[src/rtl/gps_pkg.sv]
// rtl/gps_pkg.sv - shared states, frame constants and helpers for the GPS frame reader
package gps_pkg;

    // Frame reader sequencing states
    typedef enum logic [2:0] {
        ST_IDLE,
        ST_REQ,
        ST_HDR0,
        ST_HDR1,
        ST_PAYLOAD,
        ST_CKSUM,
        ST_PUBLISH,
        ST_ABORT
    } gps_state_t;

    // Default frame geometry: x, y, z, time, ground_speed as 3-byte fields
    localparam int         DEF_FIELD_W         = 20;
    localparam int         DEF_NUM_FIELDS      = 5;
    localparam int         DEF_BYTES_PER_FIELD = 3;
    localparam logic [7:0] DEF_SYNC0           = 8'hB5;
    localparam logic [7:0] DEF_SYNC1           = 8'h62;
    localparam logic [7:0] DEF_REG_ADDR        = 8'h00;
    localparam int         DEF_TIMEOUT         = 4096;

    // Two sync bytes, the payload, and one trailing checksum byte
    function automatic int frame_bytes(input int num_fields, input int bytes_per_field);
        return 2 + num_fields * bytes_per_field + 1;
    endfunction

    localparam int DEF_FRAME_BYTES = frame_bytes(DEF_NUM_FIELDS, DEF_BYTES_PER_FIELD);

    // Payload byte index of the most significant byte of a field
    function automatic int field_byte_offset(input int field_idx, input int bytes_per_field);
        return field_idx * bytes_per_field;
    endfunction

endpackage

[src/rtl/gps_field_unpack.sv]
// rtl/gps_field_unpack.sv - slices the payload staging register into the fields bus
module gps_field_unpack
    import gps_pkg::*;
#(
    parameter int NUM_FIELDS      = DEF_NUM_FIELDS,
    parameter int BYTES_PER_FIELD = DEF_BYTES_PER_FIELD,
    parameter int FIELD_W         = DEF_FIELD_W
) (
    input  logic [NUM_FIELDS*BYTES_PER_FIELD*8-1:0] staging,
    output logic [NUM_FIELDS*FIELD_W-1:0]           fields
);

    localparam int PAYLOAD_BYTES = NUM_FIELDS * BYTES_PER_FIELD;
    localparam int CHUNK_W       = BYTES_PER_FIELD * 8;

    // The first payload byte sits in the top byte of staging, so field k's
    // big-endian chunk starts (PAYLOAD_BYTES - offset) bytes from the bottom.
    for (genvar k = 0; k < NUM_FIELDS; k++) begin : g_field
        localparam int HI = (PAYLOAD_BYTES - field_byte_offset(k, BYTES_PER_FIELD)) * 8 - 1;
        localparam int LO = HI - CHUNK_W + 1;

        assign fields[k*FIELD_W +: FIELD_W] = staging[LO +: FIELD_W];

        // High-order chunk bits beyond FIELD_W are deliberately discarded
        if (FIELD_W < CHUNK_W) begin : g_trunc
            logic unused_high_bits;
            assign unused_high_bits = ^staging[HI -: (CHUNK_W - FIELD_W)];
        end
    end

endmodule

[src/rtl/gps_frame_reader.sv]
// rtl/gps_frame_reader.sv - reads, verifies and atomically publishes GPS frames from a byte master
module gps_frame_reader
    import gps_pkg::*;
#(
    parameter int         FIELD_W         = DEF_FIELD_W,
    parameter int         NUM_FIELDS      = DEF_NUM_FIELDS,
    parameter int         BYTES_PER_FIELD = DEF_BYTES_PER_FIELD,
    parameter logic [7:0] SYNC0           = DEF_SYNC0,
    parameter logic [7:0] SYNC1           = DEF_SYNC1,
    parameter logic [7:0] REG_ADDR        = DEF_REG_ADDR,
    parameter int         TIMEOUT         = DEF_TIMEOUT
) (
    input  logic                          clk,
    input  logic                          rst,
    input  logic                          new_data,
    input  logic                          busy,
    input  logic [7:0]                    data_rd,
    output logic                          ena,
    output logic [7:0]                    data_wr,
    output logic [NUM_FIELDS*FIELD_W-1:0] fields,
    output logic                          frame_valid,
    output logic                          cksum_err,
    output logic                          sync_err,
    output logic                          timeout_err,
    output logic [15:0]                   frame_count
);

    localparam int PAYLOAD_BYTES = NUM_FIELDS * BYTES_PER_FIELD;
    localparam int STAGE_W       = PAYLOAD_BYTES * 8;
    localparam int FRAME_BYTES   = frame_bytes(NUM_FIELDS, BYTES_PER_FIELD);
    localparam int CNT_W         = $clog2(FRAME_BYTES + 1);
    localparam int TMR_W         = $clog2(TIMEOUT + 1);

    // Rise index of the checksum byte: ena is withdrawn once it is accepted
    localparam logic [CNT_W-1:0] LAST_ACCEPT  = CNT_W'(FRAME_BYTES - 1);
    // Fall index of the final payload byte
    localparam logic [CNT_W-1:0] LAST_PAYLOAD = CNT_W'(FRAME_BYTES - 2);
    localparam logic [TMR_W-1:0] TMR_LIMIT    = TMR_W'(TIMEOUT - 1);

    gps_state_t           state;
    logic                 pending;
    logic                 new_q;
    logic                 busy_q;
    logic [CNT_W-1:0]     accepted;
    logic [CNT_W-1:0]     completed;
    logic [TMR_W-1:0]     timer;
    logic [7:0]           sum;
    logic [STAGE_W-1:0]   staging;
    logic [NUM_FIELDS*FIELD_W-1:0] unpacked;

    logic new_rise;
    logic busy_rise;
    logic busy_fall;
    logic busy_edge;

    assign data_wr   = REG_ADDR;
    assign new_rise  = new_data & ~new_q;
    assign busy_rise = busy & ~busy_q;
    assign busy_fall = ~busy & busy_q;
    assign busy_edge = busy ^ busy_q;

    gps_field_unpack #(
        .NUM_FIELDS      (NUM_FIELDS),
        .BYTES_PER_FIELD (BYTES_PER_FIELD),
        .FIELD_W         (FIELD_W)
    ) u_unpack (
        .staging (staging),
        .fields  (unpacked)
    );

    // Delay the data-ready and busy inputs by one cycle for edge detection
    always_ff @(posedge clk or negedge rst) begin
        if (!rst) begin
            new_q  <= 1'b0;
            busy_q <= 1'b0;
        end else begin
            new_q  <= new_data;
            busy_q <= busy;
        end
    end

    // Frame sequencer: byte handshake bookkeeping, header/checksum checks, publish
    always_ff @(posedge clk or negedge rst) begin
        if (!rst) begin
            state       <= ST_IDLE;
            pending     <= 1'b0;
            ena         <= 1'b0;
            accepted    <= '0;
            completed   <= '0;
            timer       <= '0;
            sum         <= '0;
            staging     <= '0;
            fields      <= '0;
            frame_valid <= 1'b0;
            cksum_err   <= 1'b0;
            sync_err    <= 1'b0;
            timeout_err <= 1'b0;
            frame_count <= '0;
        end else begin
            frame_valid <= 1'b0;
            cksum_err   <= 1'b0;
            sync_err    <= 1'b0;
            timeout_err <= 1'b0;

            if (busy_rise) begin
                accepted <= accepted + CNT_W'(1);
            end
            if (busy_fall) begin
                completed <= completed + CNT_W'(1);
            end

            // Watchdog restarts on any bus activity and sleeps while idle
            if (busy_edge || state == ST_IDLE) begin
                timer <= '0;
            end else begin
                timer <= timer + TMR_W'(1);
            end

            // A data-ready edge during a frame is remembered once; later ones are lost
            if (new_rise && state != ST_IDLE) begin
                pending <= 1'b1;
            end

            if (ena && busy_rise && accepted == LAST_ACCEPT) begin
                ena <= 1'b0;
            end

            if (state != ST_IDLE && !busy_edge && timer == TMR_LIMIT) begin
                timeout_err <= 1'b1;
                ena         <= 1'b0;
                timer       <= '0;
                state       <= ST_ABORT;
            end else begin
                case (state)
                    ST_IDLE: begin
                        if (new_rise || pending) begin
                            pending   <= 1'b0;
                            ena       <= 1'b1;
                            accepted  <= '0;
                            completed <= '0;
                            sum       <= '0;
                            state     <= ST_REQ;
                        end
                    end
                    ST_REQ: begin
                        state <= ST_HDR0;
                    end
                    ST_HDR0: begin
                        if (busy_fall) begin
                            if (data_rd == SYNC0) begin
                                state <= ST_HDR1;
                            end else begin
                                sync_err <= 1'b1;
                                ena      <= 1'b0;
                                state    <= ST_ABORT;
                            end
                        end
                    end
                    ST_HDR1: begin
                        if (busy_fall) begin
                            if (data_rd == SYNC1) begin
                                state <= ST_PAYLOAD;
                            end else begin
                                sync_err <= 1'b1;
                                ena      <= 1'b0;
                                state    <= ST_ABORT;
                            end
                        end
                    end
                    ST_PAYLOAD: begin
                        if (busy_fall) begin
                            staging <= {staging[STAGE_W-9:0], data_rd};
                            sum     <= sum + data_rd;
                            if (completed == LAST_PAYLOAD) begin
                                state <= ST_CKSUM;
                            end
                        end
                    end
                    ST_CKSUM: begin
                        if (busy_fall) begin
                            ena <= 1'b0;
                            if (data_rd == sum) begin
                                // Fields, pulse and count all change together in PUBLISH
                                fields      <= unpacked;
                                frame_valid <= 1'b1;
                                frame_count <= frame_count + 16'd1;
                                state       <= ST_PUBLISH;
                            end else begin
                                cksum_err <= 1'b1;
                                state     <= ST_IDLE;
                            end
                        end
                    end
                    ST_PUBLISH: begin
                        state <= ST_IDLE;
                    end
                    ST_ABORT: begin
                        if (!busy) begin
                            state <= ST_IDLE;
                        end
                    end
                    default: begin
                        ena   <= 1'b0;
                        state <= ST_IDLE;
                    end
                endcase
            end
        end
    end

endmodule

[config.mk]
export PLATFORM = sky130hd
export DESIGN_NAME = gps_frame_reader
export DESIGN_NICKNAME = d
export VERILOG_FILES = /design/src/rtl/gps_pkg.sv /design/src/rtl/gps_field_unpack.sv /design/src/rtl/gps_frame_reader.sv
export SDC_FILE = /design/constraint.sdc
export NUM_CORES = 1
export LEC_CHECK = 0
export BUFFER_PORTS_ARGS = -buffer_cell sky130_fd_sc_hd__buf_2
export CORE_AREA = 2 2 167 202
export CTS_CLUSTER_SIZE = 12
export DETAILED_ROUTE_END_ITERATION = 8
export DIE_AREA = 0 0 169 204
export PLACE_DENSITY = 0.58
export SETUP_SLACK_MARGIN = 0.05
export SYNTH_ARGS = -nofsm -noshare
export SYNTH_HDL_FRONTEND = slang
export SYNTH_SLANG_ARGS = --single-unit
[constraint.sdc]
create_clock -name clk -period 3.05 [get_ports clk]
set_input_delay 0.1525 -clock clk [delete_from_list [all_inputs] [get_ports clk]]
set_output_delay 0.1525 -clock clk [all_outputs]
set_load 0.005 [all_outputs]
==> results of run 1 <==
-- through the flow --
| stage | setup WS (ns) | cell area (sq um) | instances |
|---|---|---|---|
| after CTS | 0.520 | 13300 | 1564 |
| after floorplan | 0.887 | 11300 | 1002 |
| final | 0.532 | 13300 | 1564 |
| after detailed placement | 0.537 | 12300 | 1505 |
| after global routing | 0.376 | 13300 | 1564 |
| after global placement | 0.535 | 12300 | 1505 |
-- layout by cell type, fill, tap and decap left out, drive strengths merged, types with 2 or more instances in the layout --
master and count:
o2111ai 3, a211oi 2, and4b 2, a22oi 2, nor4 2, dfrtp 274, o21bai 2, a21oi 11
mux2 116, conb 8, nand2 317, ha 15, xor2 15, o22a 2, nor2 40, clkinv 2
nor2b 5, buf 144, inv 19, and4 2, and3 6, nor3b 3, clkbuf 44, o31ai 2
nor3 7, dlygate4sd3 11, nand4 10, nand3 22, mux2i 2, or4 2, xnor2 22, nand2b 5
o21ai 13
-- metal layers --
metal  track usage [%]  up-vias  part of all wire (%)
li1                  -     3536                     -
met1              18.6     3578                    45
met2              24.1      115                    50
met3              2.17       26                   3.6
met4              3.48        0                   1.5
met5                 0        -                     0
-- synthesized netlist by cell type (5+ instances only) --
| library cell | n | area, sq um |
|---|---|---|
| sky130_fd_sc_hd__buf_1 | 9 | 33.8 |
| sky130_fd_sc_hd__nand4_1 | 10 | 62.6 |
| sky130_fd_sc_hd__buf_4 | 8 | 60.1 |
| sky130_fd_sc_hd__nand2b_1 | 5 | 31.3 |
| sky130_fd_sc_hd__mux2_1 | 76 | 856 |
| sky130_fd_sc_hd__mux2_2 | 40 | 450 |
| sky130_fd_sc_hd__ha_1 | 15 | 188 |
| sky130_fd_sc_hd__and3_1 | 6 | 37.5 |
| sky130_fd_sc_hd__inv_1 | 18 | 67.6 |
| sky130_fd_sc_hd__nor3_1 | 7 | 35.0 |
| sky130_fd_sc_hd__dfrtp_1 | 274 | 6860 |
| sky130_fd_sc_hd__o21ai_0 | 12 | 60.1 |
| sky130_fd_sc_hd__xnor2_1 | 22 | 193 |
| sky130_fd_sc_hd__xor2_1 | 15 | 131 |
| sky130_fd_sc_hd__nor2b_1 | 5 | 31.3 |
| sky130_fd_sc_hd__buf_2 | 12 | 60.1 |
| sky130_fd_sc_hd__nand2_1 | 317 | 1190 |
| sky130_fd_sc_hd__nand3_1 | 22 | 110 |
| sky130_fd_sc_hd__nor2_1 | 40 | 150 |
| sky130_fd_sc_hd__a21oi_1 | 11 | 55.1 |
| sky130_fd_sc_hd__buf_6 | 9 | 101 |
| sky130_fd_sc_hd__clkbuf_1 | 15 | 56.3 |
-- final cells by class --
cell class / instances / share of cell area [%]
clock inverters: 4 / 0.357
well taps: 412 / 3.87
inverters: 19 / 0.554
clock buffers: 44 / 6.47
repair buffers: 155 / 7.10
multi-input cells: 656 / 30.2
flip-flops and latches: 274 / 51.5
-- path summary, 6_finish.rpt --
check	endpoint	cells after the start	from
max in group asynchronous	completed[3]$_DFF_PN0_	3	rst
max reg2reg	staging[57]$_DFFE_PN0P_	5	state[0]$_DFFE_PN0P_
min	fields[90]$_DFFE_PN0P_	2	rst
min reg2reg	fields[19]$_DFFE_PN0P_	2	staging[115]$_DFFE_PN0P_
min in group clk	new_q$_DFF_PN0_	2	new_data
max	staging[57]$_DFFE_PN0P_	5	state[0]$_DFFE_PN0P_
-- registers in the layout (all words and copies together), names as in the netlist --
signal	flops
busy_q	1
pending	1
new_q	1
frame_valid	1
sum	8
frame_count	16
staging	116
timeout_err	1
accepted	5
completed	5
cksum_err	1
sync_err	1
ena	1
fields	100
state	3
timer	13
-- cell families (layout without fill, tap and decap cells) --
logic type      count (synthesis)  in the layout  synth area share, %
simple gates                  429            429                 15.9
flops                         274            274                 61.1
mux                           118            118                 11.8
buf+inv                        72            222                 3.41
compound gates                 48             48                 3.02
xor+xnor                       37             37                 2.89
fa+ha+maj                      16             16                 1.85
other cells                     1              8               0.0334
-- worst max-delay path: cells and delay by family (launching register included) --
kind / cells / cell delay, ns
AOI/OAI and AO/OA: 2 / 0.41
buffers and inverters: 1 / 0.38
DFF: 1 / 0.65
muxes: 1 / 0.37
and+or+nand+nor: 1 / 0.54
-- report_power, final --
group / switching [mW] / internal [mW] / total [mW]
Clock: 1.37 / 2.01 / 3.37
Sequential: 0.284 / 3.91 / 4.20
Combinational: 0.516 / 0.502 / 1.02
==> run summary, run 1 <==
### Global route
• 7264 — via count of the first global-routing pass
• 0 — gr ovfl total
• 14.0% — total routing usage reported by global routing
• 95 — pin count of the biggest net entering global routing
• 0 — antenna violations before repair
• 39.3 mm — wire length of the first global-routing pass

### STA
• false — unrepaired setup endpoints after global routing
• 0 — number of endpoints failing setup at the final stage
• 0 — max-slew violations
• 0 ns — summed negative setup slack over all endpoints
• 2.52 ns — shortest period the worst path allows
• 0.802 ns — Worst-Margin Slew
• 46.4% — normalized max-slew margin
• 0.00664 ns — worst clock skew
• 82.5% — period utilisation layout
• 0.397 GHz — maximum clock frequency
• 0.210 ns — Worst Hold Slack
• 0 — count of endpoints failing hold in the final timing report

### Run status
• complete, no violations — outcome

### Synthesis
• 0 — count of warnings emitted by yosys
• 995 — Synth Instances
• 274 — flip-flop and latch count after synthesis
• 11200 sq um — cell area after synthesis
• 100% — proportion of synthesized flip-flops having asynchronous set or reset
• 0 — number of synthesized flops with an enable pin
• 11.3 sq um — Avg Cell Area, Syn
• 61.1% — portion of the post-synthesis area used by sequential elements
• sky130_fd_sc_hd__dfrtp_1 — primary flip-flop cell chosen by synthesis mapping
• 57 — Unique masters post-synth

### Min path
• input port to async pin — classification of the worst-slack hold path

### Layout
• 4020 sq um — combined area of the multi-input logic cells
• 18.7% — post-synthesis to final-layout area growth
• 20.1% — share of final-layout standard cells stronger than drive strength 1
• 40.8% — core utilization of the finished layout
• 6860 sq um — Storage cell area
• 0 — number of inserted diodes
• 3193 — total of fill cells in the finished design
• 1163 — nets@finish

### Setup path
• register to register — Setup Crit Path Kind
• 0.53 ns — setup slack of the worst register-to-register path
• 0.65 ns — biggest cell delay along the critical path
• 3.46 ns — required time at the worst-slack endpoint
• 70 — maximum fanout along the worst path
• o31ai_2, or4_4, o21ai_4, buf_12, mux2_1 — Cell Chain, Critical Path
• register — endpoint class of the critical path
• register — CP startpoint kind
• sky130_fd_sc_hd__dfrtp_1 — standard cell with the maximum stage delay on the critical path
• 2.93 ns — critical path data arrival time

### Die
• 34500 sq um — Die ar.
• 169 um — Horiz. Die Dim
• 204 um — vertical die dimension
• 141 — number of primary I/O pins
• 73 — number of cell rows
• 34.3% — starting utilization of the core area
• 32700 sq um — core outline area

### Place
• 15.6 mm — detailed placement HPWL
• 132 — total of buffers placed on input and output ports
• 0.786 — final RePlAce weighted congestion

### Drt
• 4 — number of iterations in the first detailed-routing pass
• 15.2 um — routed length per instance
• 0 — antenna-violating nets left
• 0 — DRC viols
• 447 — DRC marker count from the first detailed-route iteration
• 23.8 mm — total wire length
• 4.64 — vias per cell
• 7255 — number of vias after detailed routing

### Clock tree
• yes — TritonCTS clock tree
• 11 — count of hold buffers inserted by post-cts repair
• 29 — Inserted Clock Buffers
• 0.54 ns — clock latency reported for the late side of the worst-skew pair
• 1 — count of H-tree levels built during CTS
• 0 — cells resized by post-CTS repair
• sky130_fd_sc_hd__clkbuf_16 — library cell used as clock root buffer
• 3 — deepest clock path buffer count
• 274 — sink count of the clock tree
• 0 — number of setup buffers added after CTS
• 0.06 ns — post-CTS clock slew at the launch and capture registers of the worst setup and hold paths

### Power
• 644 nW/um^2 — ratio of total power to cell area
• 0.000381 V — worst IR drop on VDD
• 7.32 nW — Leak Pwr
• 8.59 mW — Final Power

### Run
• 0 — max cap viols

Note: power is estimated with default switching activity, not from simulation.
==> run 2, diff against run 1 <==
--- a/config.mk
+++ b/config.mk
@@ -5,11 +5,12 @@
 export SDC_FILE = /design/constraint.sdc
 export NUM_CORES = 1
 export LEC_CHECK = 0
+export ABC_AREA = 1
 export BUFFER_PORTS_ARGS = -buffer_cell sky130_fd_sc_hd__buf_2
-export CORE_AREA = 2 2 167 202
+export CORE_AREA = 2 2 172 208
 export CTS_CLUSTER_SIZE = 12
 export DETAILED_ROUTE_END_ITERATION = 8
-export DIE_AREA = 0 0 169 204
+export DIE_AREA = 0 0 174 210
 export PLACE_DENSITY = 0.58
 export SETUP_SLACK_MARGIN = 0.05
 export SYNTH_ARGS = -nofsm -noshare
==> constraint.sdc (replaced) <==
create_clock -name clk -period 2.32 [get_ports clk]
set_input_delay 0.116 -clock clk [delete_from_list [all_inputs] [get_ports clk]]
set_output_delay 0.116 -clock clk [all_outputs]
set_load 0.005 [all_outputs]
==> run summary, run 2 <==
### Run status
• complete, no violations — outcome

### Die
• 36500 sq um — Die ar.
• 174 um — Horiz. Die Dim
• 34.6% — starting utilization of the core area
• 75 — number of cell rows
• 141 — number of primary I/O pins
• 210 um — vertical die dimension
• 34500 sq um — core outline area

### Clock tree
• yes — TritonCTS clock tree
• 0.54 ns — clock latency reported for the late side of the worst-skew pair
• 0.06 ns — post-CTS clock slew at the launch and capture registers of the worst setup and hold paths
• sky130_fd_sc_hd__clkbuf_16 — library cell used as clock root buffer
• 1 — count of H-tree levels built during CTS
• 3 — deepest clock path buffer count
• 29 — Inserted Clock Buffers
• 274 — sink count of the clock tree

### Power
• 3.35 mW — net load switching power
• 8.42 mW — total internal power
• 28.5% — switching part of the total power
• 8.17 nW — Leak Pwr
• 832 nW/um^2 — ratio of total power to cell area
• 37.8% — clock network fraction of total power
• 0.000578 V — worst IR drop on VDD
• 15.2% — share of total power in combinational logic
• 11.8 mW — Final Power
• 47.0% — portion of total power attributed to sequential cells

### STA
• 0.153 ns — Worst Hold Slack
• 0.0214 ns — worst clock skew
• 0.475 GHz — maximum clock frequency
• 90.8% — period utilisation layout
• 0 — number of endpoints failing setup at the final stage
• 0 — count of endpoints failing hold in the final timing report
• 0.674 ns — Worst-Margin Slew
• 0 — max-slew violations
• 0.213 ns — setup ws final
• 55.1% — normalized max-slew margin
• false — unrepaired setup endpoints after global routing
• 2.11 ns — shortest period the worst path allows
• 0 ns — summed negative setup slack over all endpoints

### Setup path
• sky130_fd_sc_hd__dfrtp_1 — standard cell with the maximum stage delay on the critical path
• register to register — Setup Crit Path Kind
• fields[77]$_DFFE_PN0P_ — Crit Reg-Reg Endpoint
• sum[5]$_DFFE_PN0P_ — first element of the critical path
• register — endpoint class of the critical path
• register — CP startpoint kind
• fields[77]$_DFFE_PN0P_ — capture point of the worst path
• 2.75 ns — required time at the worst-slack endpoint
• sky130_fd_sc_hd__nand2_1 — cell occurring most often along the worst timing path
• ha_1, nor2_1, nand2_1, nor2_1, nand3_2, inv_2, nand2_4, buf_16, nand2_1, nand2_1 — Cell Chain, Critical Path
• 58 — maximum fanout along the worst path
• 10 — Reg2Reg Depth
• 2.54 ns — critical path data arrival time
• sum[5]$_DFFE_PN0P_ — Reg2Reg Launch Point
• 0.38 ns — biggest cell delay along the critical path
• 0.21 ns — setup slack of the worst register-to-register path

### Synthesis
• 274 — flip-flop and latch count after synthesis
• 100% — proportion of synthesized flip-flops having asynchronous set or reset
• 0 — count of warnings emitted by yosys
• sky130_fd_sc_hd__nand2_1, sky130_fd_sc_hd__dfrtp_1, sky130_fd_sc_hd__nor2_1 — most used standard cells in the synthesized netlist
• 0 — number of synthesized flops with an enable pin
• sky130_fd_sc_hd__dfrtp_1 — primary flip-flop cell chosen by synthesis mapping
• 11900 sq um — cell area after synthesis
• 57.4% — area fraction of the dominant cell type after synthesis
• sky130_fd_sc_hd__nand2_1 — cell with the most instances after synthesis
• sky130_fd_sc_hd__dfrtp_1, sky130_fd_sc_hd__nand2_1, sky130_fd_sc_hd__nor2_1 — Synth area leaders
• sky130_fd_sc_hd__dfrtp_1 — cell taking the most area after synthesis
• 36 — Unique masters post-synth
• 1412 — Synth Instances
• 8.46 sq um — Avg Cell Area, Syn
• 57.4% — portion of the post-synthesis area used by sequential elements

### Place
• 1974 — Inst Count DP
• 18.2 mm — detailed placement HPWL
• 132 — total of buffers placed on input and output ports
• 0.849 — final RePlAce weighted congestion
• 0.172 ns — pre-CTS WS

### Layout
• 2036 — non-filler cells in the finished layout
• 15.6% — share of final-layout standard cells stronger than drive strength 1
• sky130_fd_sc_hd__nand2_1 — leading cell type in the layout, fill and taps excluded
• 0 — number of inserted diodes
• sky130_fd_sc_hd__nand2_1, sky130_fd_sc_hd__dfrtp_1, sky130_fd_sc_hd__buf_2 — commonest cells after routing, fill and taps aside
• 18.4% — post-synthesis to final-layout area growth
• staging (116), fields (100), frame_count (16) — largest registers ranked by flip-flop count
• 1586 — nets@finish
• staging — Reg with most FFs
• 116 — number of flip-flops under the largest register name

### Drt
• 991 um — wire length on met3
• 9087 — number of vias after detailed routing
• met4 — uppermost routed layer
• 0 — DRC viols
• 0 — antenna-violating nets left
• 28.4 mm — total wire length
• 4.46 — vias per cell
• 572 — DRC marker count from the first detailed-route iteration
• 13.9 um — routed length per instance
• 14.0 mm — amount of wire on met2 after detailed routing
• 7 — number of iterations in the first detailed-routing pass
• 13.0 mm — routed length on met1

### Global route
• 15.6% — total routing usage reported by global routing
• 9114 — via count of the first global-routing pass
• 117 — pin count of the biggest net entering global routing
• 47.3 mm — wire length of the first global-routing pass
• 0 — antenna violations before repair
• 0 — gr ovfl total

### Run
• 0 — max cap viols

### Min path
• input port to async pin — classification of the worst-slack hold path

[run 2: how the worst min path moves through the flow]
stage                     from                     end  slack [ns]  depth (start not counted)
after floorplan            rst   accepted[0]$_DFF_PN0_       -0.18                          0
after CTS                  rst  fields[40]$_DFFE_PN0P_        0.17                          2
final                      rst  fields[40]$_DFFE_PN0P_        0.15                          2
after global placement     rst  fields[40]$_DFFE_PN0P_        0.16                          1
after global routing       rst  fields[40]$_DFFE_PN0P_        0.21                          2
after detailed placement   rst  fields[40]$_DFFE_PN0P_        0.16                          1
[run 2: timing repair]
item                                   4_1_cts  5_1_grt
gates resized for setup                      0        1
setup buffers                                0        3
endpoints found under the hold margin       83        0
hold buffers                                11        0
setup endpoints to repair                    0       90
[run 2: power groups by stage]
stage	logic, mW	clock network [mW]	registers (mW)
floorplan	1.40	0	5.49
global placement	1.76	0	5.61
detailed placement	1.80	0	5.62
CTS	1.82	4.58	5.54
global route	2.09	4.78	5.60
finish	1.79	4.45	5.54
[run 2: layout make-up]
class                           count  area [sq um]
Inverter                           64           240
Fill cell                        3568         20400
Tap cell                          462           578
Clock buffer                       39           793
Multi-Input combinational cell   1022          4440
Timing Repair Buffer              167          1140
Clock inverter                      8          96.3
Sequential cell                   274          6860
[run 2: cell families (layout without fill, tap and decap cells)]
group                    count (synthesis)  count (layout)  share of synthesized area [%]
flip-flops                             274             274                           57.4
XOR/XNOR                                23              23                           1.69
buffers and inverters                  123             278                           5.61
AO/OA/AOI/OAI                           27              27                           1.20
other                                    1               8                         0.0314
AND/OR/NAND/NOR                        948             948                           32.3
adder cells (fa/ha/maj)                 16              16                           1.74
[run 2: stage by stage]
stage | area (sq um) | util [%]
2_1_floorplan | 12000 | -
3_3_place_gp | 13100 | 37.9
3_5_place_dp | 13100 | 37.9
4_1_cts | 14100 | 40.8
5_1_grt | 14100 | 41.0
6_report | 14100 | 41.0
[run 2: layer usage]
metal,GRT usage (%),vias up
met2,27.2,146
met4,3.10,0
met1,20.9,4332
met3,2.29,34
li1,-,4575
met5,0,-
[run 2: critical path: cells and delay by family, from the launching register on]
kind          cells  cell delay [ns]
simple gates      7             0.85
flops             1             0.38
fa+ha+maj         1             0.35
buf+inv           2             0.32
==> run 3, diff against run 2 <==
--- a/config.mk
+++ b/config.mk
@@ -8,6 +8,7 @@
 export ABC_AREA = 1
 export BUFFER_PORTS_ARGS = -buffer_cell sky130_fd_sc_hd__buf_2
 export CORE_AREA = 2 2 172 208
+export CTS_BUF_LIST = sky130_fd_sc_hd__clkbuf_4
 export CTS_CLUSTER_SIZE = 12
 export DETAILED_ROUTE_END_ITERATION = 8
 export DIE_AREA = 0 0 174 210
==> run summary, run 3 (synthesis results as in run 2) <==
### Setup path
• fields[97]$_DFFE_PN0P_ — Crit Reg-Reg Endpoint
• register to register — Setup Crit Path Kind
• ha_1, nor2_1, nand2_1, nor2_1, nand3_2, inv_2, nand2_4, clkbuf_16, nand2_1, nand2_1 — Cell Chain, Critical Path
• 58 — maximum fanout along the worst path
• register — CP startpoint kind
• simple AND/OR/NAND/NOR gates — family with the most delay on the worst path
• 0.39 ns — biggest cell delay along the critical path
• register — endpoint class of the critical path
• 0.20 ns — setup slack of the worst register-to-register path
• 2 — Worst Path Buf+Inv
• sky130_fd_sc_hd__nand2_1 — cell occurring most often along the worst timing path
• 2.67 ns — critical path data arrival time
• sum[2]$_DFFE_PN0P_ — Reg2Reg Launch Point
• 10 — Reg2Reg Depth
• 2.87 ns — required time at the worst-slack endpoint
• sky130_fd_sc_hd__dfrtp_1 — standard cell with the maximum stage delay on the critical path

### Layout
• sky130_fd_sc_hd__nand2_1, sky130_fd_sc_hd__dfrtp_1, sky130_fd_sc_hd__buf_2 — commonest cells after routing, fill and taps aside
• staging — Reg with most FFs
• 18.8% — post-synthesis to final-layout area growth
• 116 — number of flip-flops under the largest register name
• 18.9% — share of final-layout standard cells stronger than drive strength 1
• 1629 — nets@finish
• staging (116), fields (100), frame_count (16) — largest registers ranked by flip-flop count
• 3598 — total of fill cells in the finished design
• sky130_fd_sc_hd__nand2_1 — leading cell type in the layout, fill and taps excluded
• 2110 — non-filler cells in the finished layout

### Run
• 0 — max cap viols

### Drt
• 0 — DRC viols
• 13.7 um — routed length per instance
• 0 — antenna-violating nets left
• 28.8 mm — total wire length
• 9376 — number of vias after detailed routing
• 555 — DRC marker count from the first detailed-route iteration
• 4.44 — vias per cell
• 5 — number of iterations in the first detailed-routing pass

### Power
• 8.29 mW — total internal power
• 8.28 nW — Leak Pwr
• 29.5% — switching part of the total power
• 37.7% — clock network fraction of total power
• 829 nW/um^2 — ratio of total power to cell area
• 15.3% — share of total power in combinational logic
• 3.47 mW — net load switching power
• 47.1% — portion of total power attributed to sequential cells
• 0.000406 V — worst IR drop on VDD

### STA
• 2.12 ns — shortest period the worst path allows
• 0 — number of endpoints failing setup at the final stage
• 0 — count of endpoints failing hold in the final timing report
• 0.682 ns — Worst-Margin Slew
• 0 ns — summed negative setup slack over all endpoints
• 0 — max-slew violations
• 91.2% — period utilisation layout
• false — unrepaired setup endpoints after global routing
• 0.472 GHz — maximum clock frequency
• 54.5% — normalized max-slew margin
• 0.0490 ns — worst clock skew
• 0.0981 ns — Worst Hold Slack

### Die
• 75 — number of cell rows
• 141 — number of primary I/O pins
• 36500 sq um — Die ar.
• 174 um — Horiz. Die Dim
• 34.6% — starting utilization of the core area
• 210 um — vertical die dimension
• 34500 sq um — core outline area

### Global route
• 117 — pin count of the biggest net entering global routing
• 0 — gr ovfl total
• 9608 — via count of the first global-routing pass
• 1 — antenna violations before repair
• 48.4 mm — wire length of the first global-routing pass
• 16.3% — total routing usage reported by global routing

### Place
• 18.2 mm — detailed placement HPWL
• 0.849 — final RePlAce weighted congestion
• 1974 — Inst Count DP
• 132 — total of buffers placed on input and output ports

### Clock tree
• 3 — count of H-tree levels built during CTS
• 0.08 ns — post-CTS clock slew at the launch and capture registers of the worst setup and hold paths
• yes — TritonCTS clock tree
• 0.70 ns — clock latency reported for the late side of the worst-skew pair
• 3 — deepest clock path buffer count
• 274 — sink count of the clock tree
• 72 — Inserted Clock Buffers
• sky130_fd_sc_hd__clkbuf_4 — library cell used as clock root buffer

### Min path
• new_data — launch instance of the worst min-delay path
• 2 — Hold Path Depth
• new_q$_DFF_PN0_ — hold path endpoint
• input port to register — classification of the worst-slack hold path

### Run status
• complete, no violations — outcome

==> run 3: cell count changes in the layout (fill, tap and decap cells not counted), sizes merged <==
cell	previous run	this run
dlygate4sd3	11	13
diode	0	1
clkinv	5	13
buf	155	153
clkbuf	40	103
bufinv	2	4
==> run 3: area by class of cell <==
type	instances	area (sq um)	area share, %
timing repair buffer	167	1130	7.95
tap	462	578	4.07
sequential	274	6860	48.3
inverter	64	240	1.69
antenna	1	2.50	0.0176
clock inverter	18	178	1.25
clock buffer	102	766	5.39
multi-input combinational	1022	4440	31.3
==> run 3: power by group through the flow <==
| stage | Clock, mW | Sequential, mW | Combinational [mW] |
|---|---|---|---|
| 2_1_floorplan | 0 | 5.49 | 1.40 |
| 3_3_place_gp | 0 | 5.61 | 1.76 |
| 3_5_place_dp | 0 | 5.62 | 1.80 |
| 4_1_cts | 4.62 | 5.54 | 1.82 |
| 5_1_grt | 4.88 | 5.60 | 2.10 |
| 6_report | 4.43 | 5.53 | 1.79 |
==> run 3: timing repair <==
item                                    in CTS  in global routing
resized for setup                            0                  1
buffers inserted                             0                  1
hold endpoints to repair                   300                  0
endpoints found under the setup margin       0                 99
hold buffers                                13                  0
==> run 3: worst max-delay path by stage <==
stage	startpoint	to	slack, ns	cells after the start
5_1_grt	sum[5]$_DFFE_PN0P_	fields[97]$_DFFE_PN0P_	0.08	10
2_1_floorplan	sum[5]$_DFFE_PN0P_	fields[62]$_DFFE_PN0P_	0.50	11
3_5_place_dp	sum[5]$_DFFE_PN0P_	fields[0]$_DFFE_PN0P_	0.17	9
4_1_cts	sum[2]$_DFFE_PN0P_	fields[56]$_DFFE_PN0P_	0.13	9
6_report	sum[2]$_DFFE_PN0P_	fields[97]$_DFFE_PN0P_	0.20	10
3_3_place_gp	sum[5]$_DFFE_PN0P_	fields[26]$_DFFE_PN0P_	0.22	9
==> run 3: stage by stage <==
| step | setup WS (ns) | area, sq um | util, % | power [mW] |
|---|---|---|---|---|
| final | 0.203 | 14200 | 41.1 | 11.8 |
| after global routing | 0.0822 | 14200 | 41.1 | 12.6 |
| after CTS | 0.130 | 14200 | 41.0 | 12.0 |
| after detailed placement | 0.172 | 13100 | 37.9 | 7.42 |
| after global placement | 0.217 | 13100 | 37.9 | 7.36 |
| after floorplan | 0.495 | 12000 | - | 6.89 |
==> run 3: worst register-to-register path, cell delays in order (launching register included) <==
cell and delay, ns:
sky130_fd_sc_hd__dfrtp_1 0.39, sky130_fd_sc_hd__ha_1 0.34, sky130_fd_sc_hd__nor2_1 0.13, sky130_fd_sc_hd__nand2_1 0.06, sky130_fd_sc_hd__nor2_1 0.18, sky130_fd_sc_hd__nand3_2 0.20, sky130_fd_sc_hd__inv_2 0.12, sky130_fd_sc_hd__nand2_4 0.08
sky130_fd_sc_hd__clkbuf_16 0.27, sky130_fd_sc_hd__nand2_1 0.13, sky130_fd_sc_hd__nand2_1 0.05
==> run 3: routing by layer <==
layer	part of all wire, %	vias up	GRT usage, %	wire [um]
met5	0	-	0	0
met4	1.8	0	6.06	533
met3	4.5	50	3.55	1290
met2	49	195	27.5	14100
met1	45	4428	20.5	12900
li1	-	4703	-	-
